**config.mk**
```make
export PLATFORM = sky130hd
export DESIGN_NAME = temporizador_mmss
export DESIGN_NICKNAME = d
export VERILOG_FILES = /design/src/rtl/temporizador_mmss_pkg.sv /design/src/rtl/temporizador_mmss_decrementador_bcd2.sv /design/src/rtl/temporizador_mmss.sv
export SDC_FILE = /design/constraint.sdc
export NUM_CORES = 1
export LEC_CHECK = 0
export BUFFER_PORTS_ARGS = -buffer_cell sky130_fd_sc_hd__clkbuf_2
export CAP_MARGIN = 20
export CORE_UTILIZATION = 25
export DETAILED_ROUTE_END_ITERATION = 16
export PLACE_DENSITY = 0.43
export SLEW_MARGIN = 25
export SYNTH_ARGS = -nofsm -noshare
export SYNTH_HDL_FRONTEND = slang
export SYNTH_SLANG_ARGS = --single-unit
```
**constraint.sdc**
```tcl
create_clock -name clock -period 3.85 [get_ports clock]
set_clock_uncertainty 0.05 [all_clocks]
set_input_delay 0.1925 -clock clock [delete_from_list [all_inputs] [get_ports clock]]
set_output_delay 0.1925 -clock clock [all_outputs]
set_load 0.01 [all_outputs]
```
**src/rtl/temporizador_mmss_pkg.sv**
```systemverilog
// Shared types and constants for the mm:ss BCD countdown timer.
//   estado_t      : control FSM state encoding
//   DIGITO_MAX    : largest BCD digit value
//   DECENA_SEG_MAX: largest tens digit for seconds
//   CERO_MMSS     : packed {min, seg} value for 00:00
//   bcd_valido()  : checks a packed two-digit BCD value against a tens limit
package temporizador_mmss_pkg;

  typedef enum logic [1:0] {
    PARADO   = 2'd0,
    CONTANDO = 2'd1,
    PAUSA    = 2'd2,
    ALARMA   = 2'd3
  } estado_t;

  localparam int unsigned ANCHO_BCD2 = 8;
  localparam int unsigned ANCHO_MMSS = 16;

  localparam logic [3:0] DIGITO_MAX     = 4'd9;
  localparam logic [3:0] DECENA_SEG_MAX = 4'd5;
  localparam logic [ANCHO_MMSS-1:0] CERO_MMSS = 16'h0000;

  // True when both digits are legal BCD and the tens digit is within limite.
  function automatic logic bcd_valido(input logic [ANCHO_BCD2-1:0] valor,
                                      input logic [3:0] limite);
    return (valor[7:4] <= limite) && (valor[3:0] <= DIGITO_MAX);
  endfunction

endpackage

```
**src/rtl/temporizador_mmss_decrementador_bcd2.sv**
```systemverilog
// Combinational decrement of a packed two-digit BCD value.
//   valor        : current value {tens, units}
//   limite       : tens digit used when wrapping 00 -> {limite, 9}
//   siguiente_c  : value minus one
//   prestamo_c   : set when valor was 00 (borrow out to the next field)
module decrementador_bcd2
  import temporizador_mmss_pkg::*;
(
  input  logic [ANCHO_BCD2-1:0] valor,
  input  logic [3:0]            limite,
  output logic [ANCHO_BCD2-1:0] siguiente_c,
  output logic                  prestamo_c
);

  always_comb begin
    siguiente_c = valor;
    prestamo_c  = 1'b0;
    if (valor[3:0] != 4'd0) begin
      siguiente_c[3:0] = valor[3:0] - 4'd1;
    end else begin
      // units wrap to 9; tens either drop by one or wrap to the limit
      siguiente_c[3:0] = DIGITO_MAX;
      if (valor[7:4] != 4'd0) begin
        siguiente_c[7:4] = valor[7:4] - 4'd1;
      end else begin
        siguiente_c[7:4] = limite;
        prestamo_c       = 1'b1;
      end
    end
  end

endmodule

```
**src/rtl/temporizador_mmss.sv**
```systemverilog
// Programmable mm:ss BCD countdown timer driven by a 1 Hz tick strobe.
//   clock, reset        : clock and synchronous active-high reset
//   tick                : one-cycle 1 Hz strobe
//   load, start, stop   : one-cycle control requests (stop > load > start)
//   carga_min/carga_seg : packed BCD value to load
//   min_bcd/seg_bcd     : current time, packed BCD
//   contando            : high while counting down
//   alarma              : high while the expiry alarm is active
//   carga_err           : one-cycle pulse when a load is rejected
module temporizador_mmss
  import temporizador_mmss_pkg::*;
#(
  parameter int unsigned ALARMA_TICKS = 3,
  parameter int unsigned ANCHO_ALARMA = 8
)(
  input  logic                  clock,
  input  logic                  reset,
  input  logic                  tick,
  input  logic                  load,
  input  logic                  start,
  input  logic                  stop,
  input  logic [ANCHO_BCD2-1:0] carga_min,
  input  logic [ANCHO_BCD2-1:0] carga_seg,
  output logic [ANCHO_BCD2-1:0] min_bcd,
  output logic [ANCHO_BCD2-1:0] seg_bcd,
  output logic                  contando,
  output logic                  alarma,
  output logic                  carga_err
);

  estado_t                 estado;
  logic [ANCHO_ALARMA-1:0] cnt_alarma;

  logic [ANCHO_BCD2-1:0] seg_dec_c, min_dec_c, min_sig_c;
  logic                  prestamo_seg_c, prestamo_min_c;
  logic                  desborde_c, llega_cero_c, tiempo_cero_c, carga_valida_c;
  logic [ANCHO_ALARMA-1:0] cnt_inc_c;

  decrementador_bcd2 u_dec_seg (
    .valor       (seg_bcd),
    .limite      (DECENA_SEG_MAX),
    .siguiente_c (seg_dec_c),
    .prestamo_c  (prestamo_seg_c)
  );

  decrementador_bcd2 u_dec_min (
    .valor       (min_bcd),
    .limite      (DIGITO_MAX),
    .siguiente_c (min_dec_c),
    .prestamo_c  (prestamo_min_c)
  );

  // Minutes only move when seconds borrow; both borrowing means 00:00.
  assign min_sig_c      = prestamo_seg_c ? min_dec_c : min_bcd;
  assign desborde_c     = prestamo_seg_c & prestamo_min_c;
  assign llega_cero_c   = ({min_sig_c, seg_dec_c} == CERO_MMSS);
  assign tiempo_cero_c  = ({min_bcd, seg_bcd} == CERO_MMSS);
  assign carga_valida_c = bcd_valido(carga_min, DIGITO_MAX) &&
                          bcd_valido(carga_seg, DECENA_SEG_MAX);
  assign cnt_inc_c      = cnt_alarma + ANCHO_ALARMA'(1);

  // Control FSM with registered display, status and alarm counter.
  always_ff @(posedge clock) begin
    if (reset) begin
      estado     <= PARADO;
      min_bcd    <= 8'h00;
      seg_bcd    <= 8'h00;
      contando   <= 1'b0;
      alarma     <= 1'b0;
      carga_err  <= 1'b0;
      cnt_alarma <= '0;
    end else begin
      carga_err <= 1'b0;
      case (estado)
        PARADO, PAUSA: begin
          if (stop) begin
            if (estado == PAUSA) begin
              estado  <= PARADO;
              min_bcd <= 8'h00;
              seg_bcd <= 8'h00;
            end
          end else if (load) begin
            if (carga_valida_c) begin
              min_bcd <= carga_min;
              seg_bcd <= carga_seg;
            end else begin
              carga_err <= 1'b1;
            end
          end else if (start && !tiempo_cero_c) begin
            estado   <= CONTANDO;
            contando <= 1'b1;
          end
        end
        CONTANDO: begin
          if (stop) begin
            estado   <= PAUSA;
            contando <= 1'b0;
          end else if (tick && !desborde_c) begin
            min_bcd <= min_sig_c;
            seg_bcd <= seg_dec_c;
            if (llega_cero_c) begin
              estado     <= ALARMA;
              contando   <= 1'b0;
              alarma     <= 1'b1;
              cnt_alarma <= '0;
            end
          end
        end
        ALARMA: begin
          if (stop) begin
            estado <= PARADO;
            alarma <= 1'b0;
          end else if (tick) begin
            cnt_alarma <= cnt_inc_c;
            if (cnt_inc_c == ANCHO_ALARMA'(ALARMA_TICKS)) begin
              estado <= PARADO;
              alarma <= 1'b0;
            end
          end
        end
        default: begin
          estado   <= PARADO;
          contando <= 1'b0;
          alarma   <= 1'b0;
        end
      endcase
    end
  end

endmodule
```
==> results.cfg <==
[sta]
worst_pin_slew_ns = 0.662
finalSetupViolCount = 0
rsz0062_at_grt = false
max-slew-margin-rel_pct = 55.4
post-route-min-period_ns = 2.55
finalHoldViolCount = 0
setup-tns-final_ns = 0
whs_ns = 0.157
clock.fmax_mhz = 393
drv_slew = 0
period_share_pct = 66.1

[setup_path]
worstPathRequired_ns = 3.93
rr_worst_depth = 5
r2r_end = cnt_alarma[3]
slowest_stage = or4_1
crit_end = cnt_alarma[3]
max_stage_delay_ns = 0.66
reg2reg_slack_ns = 1.30
cp_max_fo = 8
worstSetupEndpointType = register
worstSetupPathType = reg2reg
r2r-start = min_bcd[1]
critical_path.startpoint_type = register
arrival_ns = 2.63
worstSetupStartpoint = min_bcd[1]
crit_chain = or4_1, nor4_1, o21ai_1, a22oi_1, nor2_1

[clocking]
clock_latency_ns = 0.28
cts_buffers = 5
ctsResizeCount = 0
cts_setup_buffers = 0
htreeDepth = 2
cts_sinks = 29
cts-root-buf = clkbuf_8
ctsHoldBuffers = 0
cts_tree = done
cts_buffer_depth = 2
clk_pin_slew_ns = 0.07

[yosys]
synth-async-reset-ratio_pct = 0
ys_types = 55
avgSynthCellArea_um2 = 7.60
synth_ff_type = dfxtp_1
synth_edf_count = 0
yosys-top-cells-area = dfxtp_1, a21oi_1, nor2_1, nand2_1, nor3_1
yosys_register_bits = 29
syn_nets = 270
synth_top_cell_area_share_pct = 31.1
synthesis.area_um2 = 1870
yosysWarnings = 0
yosysMostFrequentCell = dfxtp_1
synth_common_cells = dfxtp_1, nor2_1, a21oi_1
yosysSeqAreaShare_pct = 31.1
yosysTopAreaCell = dfxtp_1
synth_cells = 246

[placement]
routabilityCongestion = 0.744
dp_hpwl_mm = 4.26
placedInstanceArea_um2 = 2140
io_buffers = 40

[die]
rows = 31
start_util_pct = 25.8
die-area_um2 = 7830
ios = 41
die_w_um = 88.5
die-height_um = 88.5
design.core.area_um2 = 7250

[detailed_routing]
wl_met3_um = 203
drt-met1-wl_mm = 2.90
wl_per_cell_um = 16.1
drt-initial-drc-count = 122
vias = 1994
drtPass1Iterations = 4
drt-vias-per-instance = 5.30
highest_layer = met4
dr_wl_met2_mm = 2.89
drc = 0
routed_wl_mm = 6.04
antenna_left = 0

[job]
drv_cap = 0

[layout]
multi_input_area_um2 = 1200
syn_to_final_growth_pct = 18.4
regArea_um2 = 581
antenna_cells = 0
num-fill-cells = 843
utilization_pct = 30.5
fin_nets = 302
final_area_um2 = 2210
drive_above_1_share_pct = 22.4

[grt]
grt_overflow_total = 0
antenna_found_initial = 0
grt_usage_pct = 15.9
grt_pass1_vias = 1918
grt_max_degree = 30
grt_pass1_wl_mm = 9.40

[hold_path]
min_path_type = in2reg

[status]
status = finished clean

[pwr]
leakage_nw = 0.886
powerDensity_nw_per_um2 = 296
ir_drop_mv = 0.0993
registers in the layout, summed over array words and instances, names as in the netlist:
| name | count |
|---|---|
| alarma | 1 |
| carga_err | 1 |
| min_bcd | 8 |
| seg_bcd | 8 |
| contando | 1 |
| estado | 2 |
| cnt_alarma | 8 |
area by class of cell:
| type | instances | share of cell area (%) |
|---|---|---|
| Clock buffer | 5 | 3.11 |
| Clock inverter | 1 | 0.226 |
| Inverter | 5 | 0.848 |
| Multi-Input combinational cell | 195 | 54.3 |
| Sequential cell | 29 | 26.2 |
| Tap cell | 99 | 5.60 |
| Timing Repair Buffer | 42 | 9.72 |
kinds of logic after synthesis:
logic type	after synthesis	share of synthesized area (%)
DFF	29	31.1
adders and majority gates	2	1.34
AOI/OAI and AO/OA	77	26.8
xor gates and xnor gates	4	1.87
buffers and inverters	22	5.02
muxes	4	2.21
and+or+nand+nor	108	31.7
placed cells by master (no fill, tap or decap), drive strengths merged, types with 3 or more instances in the layout:
cell type	Yosys	routed
nand2	20	20
xnor2	3	3
nor3	14	14
dfxtp	29	29
a22oi	6	6
or4	6	6
nand3	10	10
o22ai	5	5
nor2b	3	3
a31oi	7	7
o32ai	4	4
nand4	4	4
a21oi	21	21
clkbuf	13	45
mux2i	3	3
and3	8	8
nor4	5	5
nor2	22	22
or3	4	4
o21ai	16	16
inv	5	5
worst max-delay path: cells and delay by family (launching register included):
family	cells	cell delay, ns
and+or+nand+nor	3	1.35
AOI/OAI and AO/OA	2	0.65
DFF	1	0.34
metal layers:
| metal | up-vias | GRT usage [%] |
|---|---|---|
| li1 | 997 | - |
| met1 | 960 | 19.9 |
| met2 | 32 | 26.7 |
| met3 | 5 | 3.26 |
| met4 | 0 | 5.87 |
| met5 | - | 0 |
where the power goes:
group	internal, mW	leakage [nW]	switching [mW]
clock network	0.119	0.0399	0.118
logic	0.0438	0.612	0.0622
registers	0.305	0.234	0.00743
total	0.467	0.886	0.187
through the flow:
| stage | power, mW | worst slack (ns) | std cells |
|---|---|---|---|
| 3_5_place_dp | 0.425 | 1.10 | 370 |
| 6_report | 0.655 | 1.30 | 376 |
| 4_1_cts | 0.665 | 1.06 | 376 |
| 2_1_floorplan | 0.390 | 1.64 | 246 |
| 5_1_grt | 0.686 | 1.17 | 376 |
| 3_3_place_gp | 0.426 | 1.12 | 370 |
worst min path at each step:
stage,from,depth (start not counted),slack (ns),to
floorplan,tick,2,0.29,alarma
global placement,contando,2,0.42,contando
detailed placement,contando,2,0.42,contando
CTS,carga_min[3],3,0.15,min_bcd[3]
global route,carga_seg[0],3,0.16,seg_bcd[0]
finish,carga_min[3],3,0.16,min_bcd[3]
Power figures use the tool's default switching activity.
